$ cat src/rtl/sw_led_array.sv
// sw_led_array: debounced switch bank driving an LED bank.
//
// A free-running divider produces a one-clk scan tick every DIV_RATIO clks.
// Each raw switch passes through a two-flop synchronizer. On every tick the
// synchronized value is compared with the accepted ("stable") level, and a
// change is accepted only after DEB_CNT consecutive differing samples. Accepted
// 0->1 transitions produce a one-clk press pulse and flip a per-channel toggle
// bit. The LED register selects its source according to mode.
//
// Optional feature: define SW_LED_BLINK_EN to build the blink counter and
// phase bit used by mode 10. Without it, mode 10 shows the stable level
// (same as mode 00).
//
// Ports:
//   clk    in   rising-edge clock
//   rst    in   asynchronous active-low reset
//   sw     in   [CH] raw asynchronous switches
//   mode   in   [2]  00 direct, 01 toggle, 10 blink-while-held, 11 off
//   clr    in   synchronous clear of all toggle bits (wins over a press)
//   led    out  [CH] registered LED drive
//   press  out  [CH] one-clk pulse per accepted 0->1 switch transition
module sw_led_array #(
  parameter int CH          = 4,
  parameter int DIV_RATIO   = 10000,
  parameter int DEB_CNT     = 4,
  parameter int BLINK_TICKS = 2500
) (
  input  logic          clk,
  input  logic          rst,
  input  logic [CH-1:0] sw,
  input  logic [1:0]    mode,
  input  logic          clr,
  output logic [CH-1:0] led,
  output logic [CH-1:0] press
);

  localparam int TICK_W = (DIV_RATIO > 1) ? $clog2(DIV_RATIO) : 1;
  localparam int CNT_W  = $clog2(DEB_CNT + 1);
  localparam logic [TICK_W-1:0] TICK_LAST = TICK_W'(DIV_RATIO - 1);
  localparam logic [CNT_W-1:0]  CNT_LAST  = CNT_W'(DEB_CNT - 1);

  logic [TICK_W-1:0] tick_cnt_q, tick_cnt_d;
  logic              tick;
  logic [CH-1:0]     sync1_q, sync1_d;
  logic [CH-1:0]     sync2_q, sync2_d;
  logic [CH-1:0]     stable_q, stable_d;
  logic [CNT_W-1:0]  cnt_q [CH];
  logic [CNT_W-1:0]  cnt_d [CH];
  logic [CH-1:0]     press_q, press_d;
  logic [CH-1:0]     tog_q, tog_d;
  logic [CH-1:0]     led_q, led_d;
  logic [CH-1:0]     blink_src;

`ifdef SW_LED_BLINK_EN
  localparam int BLINK_W = (BLINK_TICKS > 1) ? $clog2(BLINK_TICKS) : 1;
  localparam logic [BLINK_W-1:0] BLINK_LAST = BLINK_W'(BLINK_TICKS - 1);

  logic [BLINK_W-1:0] blink_q, blink_d;
  logic               phase_q, phase_d;
`endif

  always_comb begin
    // Scan-tick divider: tick is high for the single clk the counter sits at
    // its last value, so the first tick takes effect DIV_RATIO clks after reset.
    tick       = (tick_cnt_q == TICK_LAST);
    tick_cnt_d = tick ? '0 : tick_cnt_q + TICK_W'(1);

    sync1_d = sw;
    sync2_d = sync1_q;

    // Debounce: a matching sample restarts the run of differing samples; the
    // DEB_CNT-th consecutive differing sample is accepted.
    stable_d = stable_q;
    for (int i = 0; i < CH; i++) begin
      cnt_d[i] = cnt_q[i];
      if (tick) begin
        if (sync2_q[i] == stable_q[i]) begin
          cnt_d[i] = '0;
        end else if (cnt_q[i] == CNT_LAST) begin
          stable_d[i] = sync2_q[i];
          cnt_d[i]    = '0;
        end else begin
          cnt_d[i] = cnt_q[i] + CNT_W'(1);
        end
      end
    end

    // Rising edge of the accepted level; registered so press is high in the
    // same clk that stable shows the new level.
    press_d = stable_d & ~stable_q;
    tog_d   = clr ? '0 : (tog_q ^ press_d);

`ifdef SW_LED_BLINK_EN
    blink_d = blink_q;
    phase_d = phase_q;
    if (tick) begin
      if (blink_q == BLINK_LAST) begin
        blink_d = '0;
        phase_d = ~phase_q;
      end else begin
        blink_d = blink_q + BLINK_W'(1);
      end
    end
    blink_src = stable_q & {CH{phase_q}};
`else
    blink_src = stable_q;
`endif

    unique case (mode)
      2'b00:   led_d = stable_q;
      2'b01:   led_d = tog_q;
      2'b10:   led_d = blink_src;
      default: led_d = '0;
    endcase
  end

  always_ff @(posedge clk or negedge rst) begin
    if (!rst) begin
      tick_cnt_q <= '0;
      sync1_q    <= '0;
      sync2_q    <= '0;
      stable_q   <= '0;
      for (int i = 0; i < CH; i++) cnt_q[i] <= '0;
      press_q    <= '0;
      tog_q      <= '0;
      led_q      <= '0;
`ifdef SW_LED_BLINK_EN
      blink_q    <= '0;
      phase_q    <= 1'b0;
`endif
    end else begin
      tick_cnt_q <= tick_cnt_d;
      sync1_q    <= sync1_d;
      sync2_q    <= sync2_d;
      stable_q   <= stable_d;
      for (int i = 0; i < CH; i++) cnt_q[i] <= cnt_d[i];
      press_q    <= press_d;
      tog_q      <= tog_d;
      led_q      <= led_d;
`ifdef SW_LED_BLINK_EN
      blink_q    <= blink_d;
      phase_q    <= phase_d;
`endif
    end
  end

  assign led   = led_q;
  assign press = press_q;

endmodule

$ cat config.mk
export PLATFORM = sky130hd
export DESIGN_NAME = sw_led_array
export DESIGN_NICKNAME = d
export VERILOG_FILES = /design/src/rtl/sw_led_array.sv
export SDC_FILE = /design/constraint.sdc
export NUM_CORES = 1
export LEC_CHECK = 0
export BUFFER_PORTS_ARGS = -buffer_cell sky130_fd_sc_hd__buf_2
export CORE_MARGIN = 5
export CORE_UTILIZATION = 61
export CTS_BUF_LIST = sky130_fd_sc_hd__clkbuf_4
export DETAILED_ROUTE_END_ITERATION = 16
export PLACE_DENSITY_LB_ADDON = 0.25
export SLEW_MARGIN = 30
export SYNTH_ARGS = -nofsm -noshare
export SYNTH_HDL_FRONTEND = slang
export SYNTH_SLANG_ARGS = --single-unit
$ cat constraint.sdc
create_clock -name clk -period 2.3 [get_ports clk]
set_clock_uncertainty 0.1 [all_clocks]
set_input_delay 0.46 -clock clk [delete_from_list [all_inputs] [get_ports clk]]
set_output_delay 0.46 -clock clk [all_outputs]
set_load 0.005 [all_outputs]
### Word level (Yosys, flattened, before mapping)

Cells that the tools add are included.

* register bits after elaboration: 50
* output and inout port bits: 8
* logic and storage cells: 55

* equality and inequality tests: 11
* reduce and logical (&&, ||, !) cells: 2
* bitwise logic cells: 3
* add/subtract/negate cells: 5
* muxes and demuxes: 23

Operator list (number)
* 3-bit two-way mux: 8
* 14-bit by 1-bit adder with 14-bit output, second input constant: 1
* 14-bit equality test, second input constant: 1
* 14-bit two-way mux: 1
* 3-bit by 1-bit adder with 3-bit output, second input constant: 4
* 3-bit by 2-bit equality test with 1-bit output, second input constant: 4
* 1-bit two-way mux: 12
* 4-bit case mux with 2 select lines: 1
* 4-bit bitwise AND: 1
* 1-bit equality test: 4
* 4-bit two-way mux: 1
* 4-bit NOT: 1
* 4-bit XOR: 1
* 2-bit by 1-bit equality test with 1-bit output, second input constant: 1
* 2-bit equality test, second input constant: 1
* 2-bit logical NOT: 1
* 2-bit OR reduction: 1

### Longest topological paths before layout

* depth after elaboration: 7
* gate-level depth with buffers: 8
* gate-level depth less buffers: 5

### Worst setup path before layout

No wires, ideal clock.

* path kind: flip-flop to flip-flop
* start: register cnt_q[3] (netlist bit)
* end: register tog_q[2]
* library setup time: 77 ps
* buffers on the path: 0
* path slack: 504 ps
* data required time: 2123 ps
* clock period less this slack: 1796 ps
* stages on the path, launching flop included: 6
* arrival time: 1619 ps
* cell sequence: dfrtp_1 ha_1 or2b_1 or3b_2 or3_1 a21oi_1

* word-level cells in the longest chain between the ends: 7

RTL lines
* start: declaration: line 47 `logic [CNT_W-1:0] cnt_q [CH];`
* 3-bit by 2-bit equality test with 1-bit output: line 79 `end else if (cnt_q[i] == CNT_LAST) begin`
* 1-bit two-way mux: line 79
* 1-bit two-way mux: line 77 `if (sync2_q[i] == stable_q[i]) begin`
* 1-bit two-way mux: line 76 `if (tick) begin`
* 4-bit bitwise AND: line 90 `press_d = stable_d & ~stable_q;`
* 4-bit XOR: line 91 `tog_d = clr ? '0 : (tog_q ^ press_d);`
* 4-bit two-way mux: line 91
* named net tog_d[2]: line 50 `logic [CH-1:0] tog_q, tog_d;`
* end signal: assignment: line 138 `tog_q <= tog_d;`
* end: declaration: line 50

The timed path passes the listed nets, and every way through them passes these cells.
A chain may end at the register's enable or synchronous reset.

### Worst setup path in the final report

* start: register tick_cnt_q[0]
* end: register tog_q[2]

* word-level cells in the longest chain between the ends: 5

RTL lines
* start: declaration: line 42 `logic [TICK_W-1:0] tick_cnt_q, tick_cnt_d;`
* start signal: assignment: line 132 `tick_cnt_q <= tick_cnt_d;`
* 14-bit equality test: line 65 `tick = (tick_cnt_q == TICK_LAST);`
* 1-bit two-way mux: line 76
* 4-bit bitwise AND: line 90
* 4-bit XOR: line 91
* 4-bit two-way mux: line 91
* named net tog_d[2]: line 50

The timed path passes the listed nets, and every way through them passes these cells.

==> metrics.txt <==
Sink Count 50; die extent in x 68.9 um; endpoints failing setup 0; critical path endpoint category flip-flop; top cell type's share of synthesized area about three fifths; Starting Density 63.5%; Fin. Hold Viols 0; RePlAce Congestion just over 0.8; top_reg_cell synth dfrtp_1; fin cells approximately 250; Post-CTS Setup Bufs 0; P per Cell Area just over 600 nW/um2; Detailed Routing Iterations Pass 1 5; fin nets 218; Max Cap Viol 0; hold_buf cts 0; antenna violations before repair 0; pre-CTS WS 0.362 ns; WL/cell approximately 14 um; WP buf/inv 0; Mapped Area 2120 um2; WP data required 2.49 ns; Clock transition at path regs ~0.13 ns; Max FO, Critical Path 12; ranking of synthesized cells by area dfrtp_1 (59%), o21ai_0 (3.8%), xor2_1 (3.3%); GR Overflow Total 0; Tcrit/Tclk final 85.1%; CP max stage cell or3_1; Area growth syn-to-layout 9.51%; synth unique cells 31; PostCTS Resize Cnt 0; Die ar. around 4800 um2; CP delay by family, top simple AND/OR/NAND/NOR gates; worst r2r path cells 5; H-tree depth reported by CTS 2; n_diodes 0; Seq cells post-synth 50; count of input and output buffers 16; Bufs on Longest Clock Path 2; minimum clock period 1.96 ns; cell count after placement 243; Filler cells 276; post-synth net total roughly 200; most common cell in the synthesized netlist dfrtp_1; number of cells produced by synthesis 184; antenna-violating nets left 0; CTS tree built; Max IR drop VDD 0.488 mV; number of synthesized flops with an enable pin 0; RSZ-0062 raised after global routing false; Worst Hold Class input port to asynchronous set/reset pin; Setup CP Type flip-flop to flip-flop; Final Max Slew Viols 0; Die Y around 69 um; Max Clk Rate 511 MHz; largest net degree at the start of global routing 51; register area around 1300 um2; 1st-iter DRT viols 61; top post-synthesis cells by count dfrtp_1 (50), nand2_1 (17), o21ai_0 (16), nor2_1 (14), xor2_1 (8); syn_area_per_cell 11.5 um2; Synth area leader dfrtp_1; critical path launch point type flip-flop; Slew @ Worst Pin 0.595 ns; arrival time worst endpoint 2.15 ns; root buffer cell clkbuf_4; Crit path depth 5; first-pass GRT wire length 6.24 mm; num ports 17; Fin Setup TNS 0 ns; number of CTS-inserted buffers 5; Worst Slack Setup Final 0.343 ns; fraction of layout cells with a size suffix above 1 19.0%; Vias/cell approximately 5.4; worst path cell trace ha_1, and3_1, nand4_2, or3_1, a21oi_1; Slew HR 60.3%; footprint of the multi-input gates 811 um2; WL final around 3.5 mm; Clock Latency Late Sink 0.36 ns; status finished, final reports clean; leakage 1.10 nW; yosys synthesis warning count 0; HPWL Detailed roughly 2.5 mm; Core Util, Final between 60% and 70%; vias in the first global route 1451; # rows 21; hold slack 0.0740 ns; CP max stage delay 0.43 ns; register area share after synthesis 59.1%; asr flop ratio synth between 90% and 100%; Tot GR Track Use between 10% and 20%; Placeable Area 3340 um2; Residual DRC 0; via count 1361
-- cells in the final DEF (no fill, tap or decap), types with 5 or more instances in the layout --
master	Yosys	final
nand2b_1	6	6
nor2_1	14	14
buf_2	3	16
xor2_1	8	8
o21ai_0	16	16
and3_1	5	5
dfrtp_1	50	50
ha_1	5	5
nand3_1	7	7
xnor2_1	6	6
clkbuf_4	0	6
nand2_1	17	17
-- worst paths after layout --
path	start	endpoint	slack, ns
worst max-delay path	tick_cnt_q[0]	tog_q[2]	0.34
worst min-delay path	rst	sync2_q[2]	0.07
worst max register to register	tick_cnt_q[0]	tog_q[2]	0.34
worst min register to register	sync1_q[0]	sync2_q[0]	0.27
max in group asynchronous	rst	tick_cnt_q[10]	1.63
min in group clk	sw[3]	sync1_q[3]	0.09
-- metrics by stage --
step / power [mW] / cell area (um2)
after floorplan: 0.914 / 2120
after global placement: 0.942 / 2240
after detailed placement: 0.943 / 2240
after CTS: 1.45 / 2320
after global routing: 1.50 / 2320
final: 1.43 / 2320
-- power breakdown --
| part | internal, mW | switching (mW) |
|---|---|---|
| logic | 0.0106 | 0.0247 |
| clock network | 0.241 | 0.260 |
| registers | 0.886 | 0.00395 |
| total | 1.14 | 0.289 |
-- flip-flops by register name, summed over array words and instances, names as in the netlist --
| signal | cells |
|---|---|
| sync1_q | 4 |
| tick_cnt_q | 14 |
| press | 4 |
| led | 4 |
| sync2_q | 4 |
| cnt_q | 12 |
| blink_src | 4 |
| tog_q | 4 |
-- routing by layer --
metal	up-vias	global-route usage (%)	part of all wire (%)	routed length, um
met5	-	0	0	0
met4	0	6.81	2.2	75
met3	11	4.86	3.9	137
met2	26	31.3	49	1710
met1	660	21.0	45	1550
li1	664	-	-	-
-- cell families after synthesis --
kind of cell | count (synthesis) | synth area share, %
AND/OR/NAND/NOR | 75 | 20.3
buffers and inverters | 10 | 2.66
AO/OA/AOI/OAI | 24 | 6.14
XOR/XNOR | 14 | 5.79
flip-flops | 50 | 59.1
multiplexers | 6 | 3.07
adder cells (fa/ha/maj) | 5 | 2.95
-- layout make-up --
type                    count  share of cell area, %
inverters                   4                  0.647
clock buffers               6                   1.94
repair buffers             19                   4.42
flip-flops and latches     50                   53.9
well taps                  46                   2.48
clock inverters             2                   1.62
multi-input cells         124                   35.0
-- worst register-to-register path, cell delays in order, from the launching register on --
cell	delay (ns)
dfrtp_1	0.42
ha_1	0.22
and3_1	0.28
nand4_2	0.28
or3_1	0.44
a21oi_1	0.15
(Power assumes the default switching activity.)
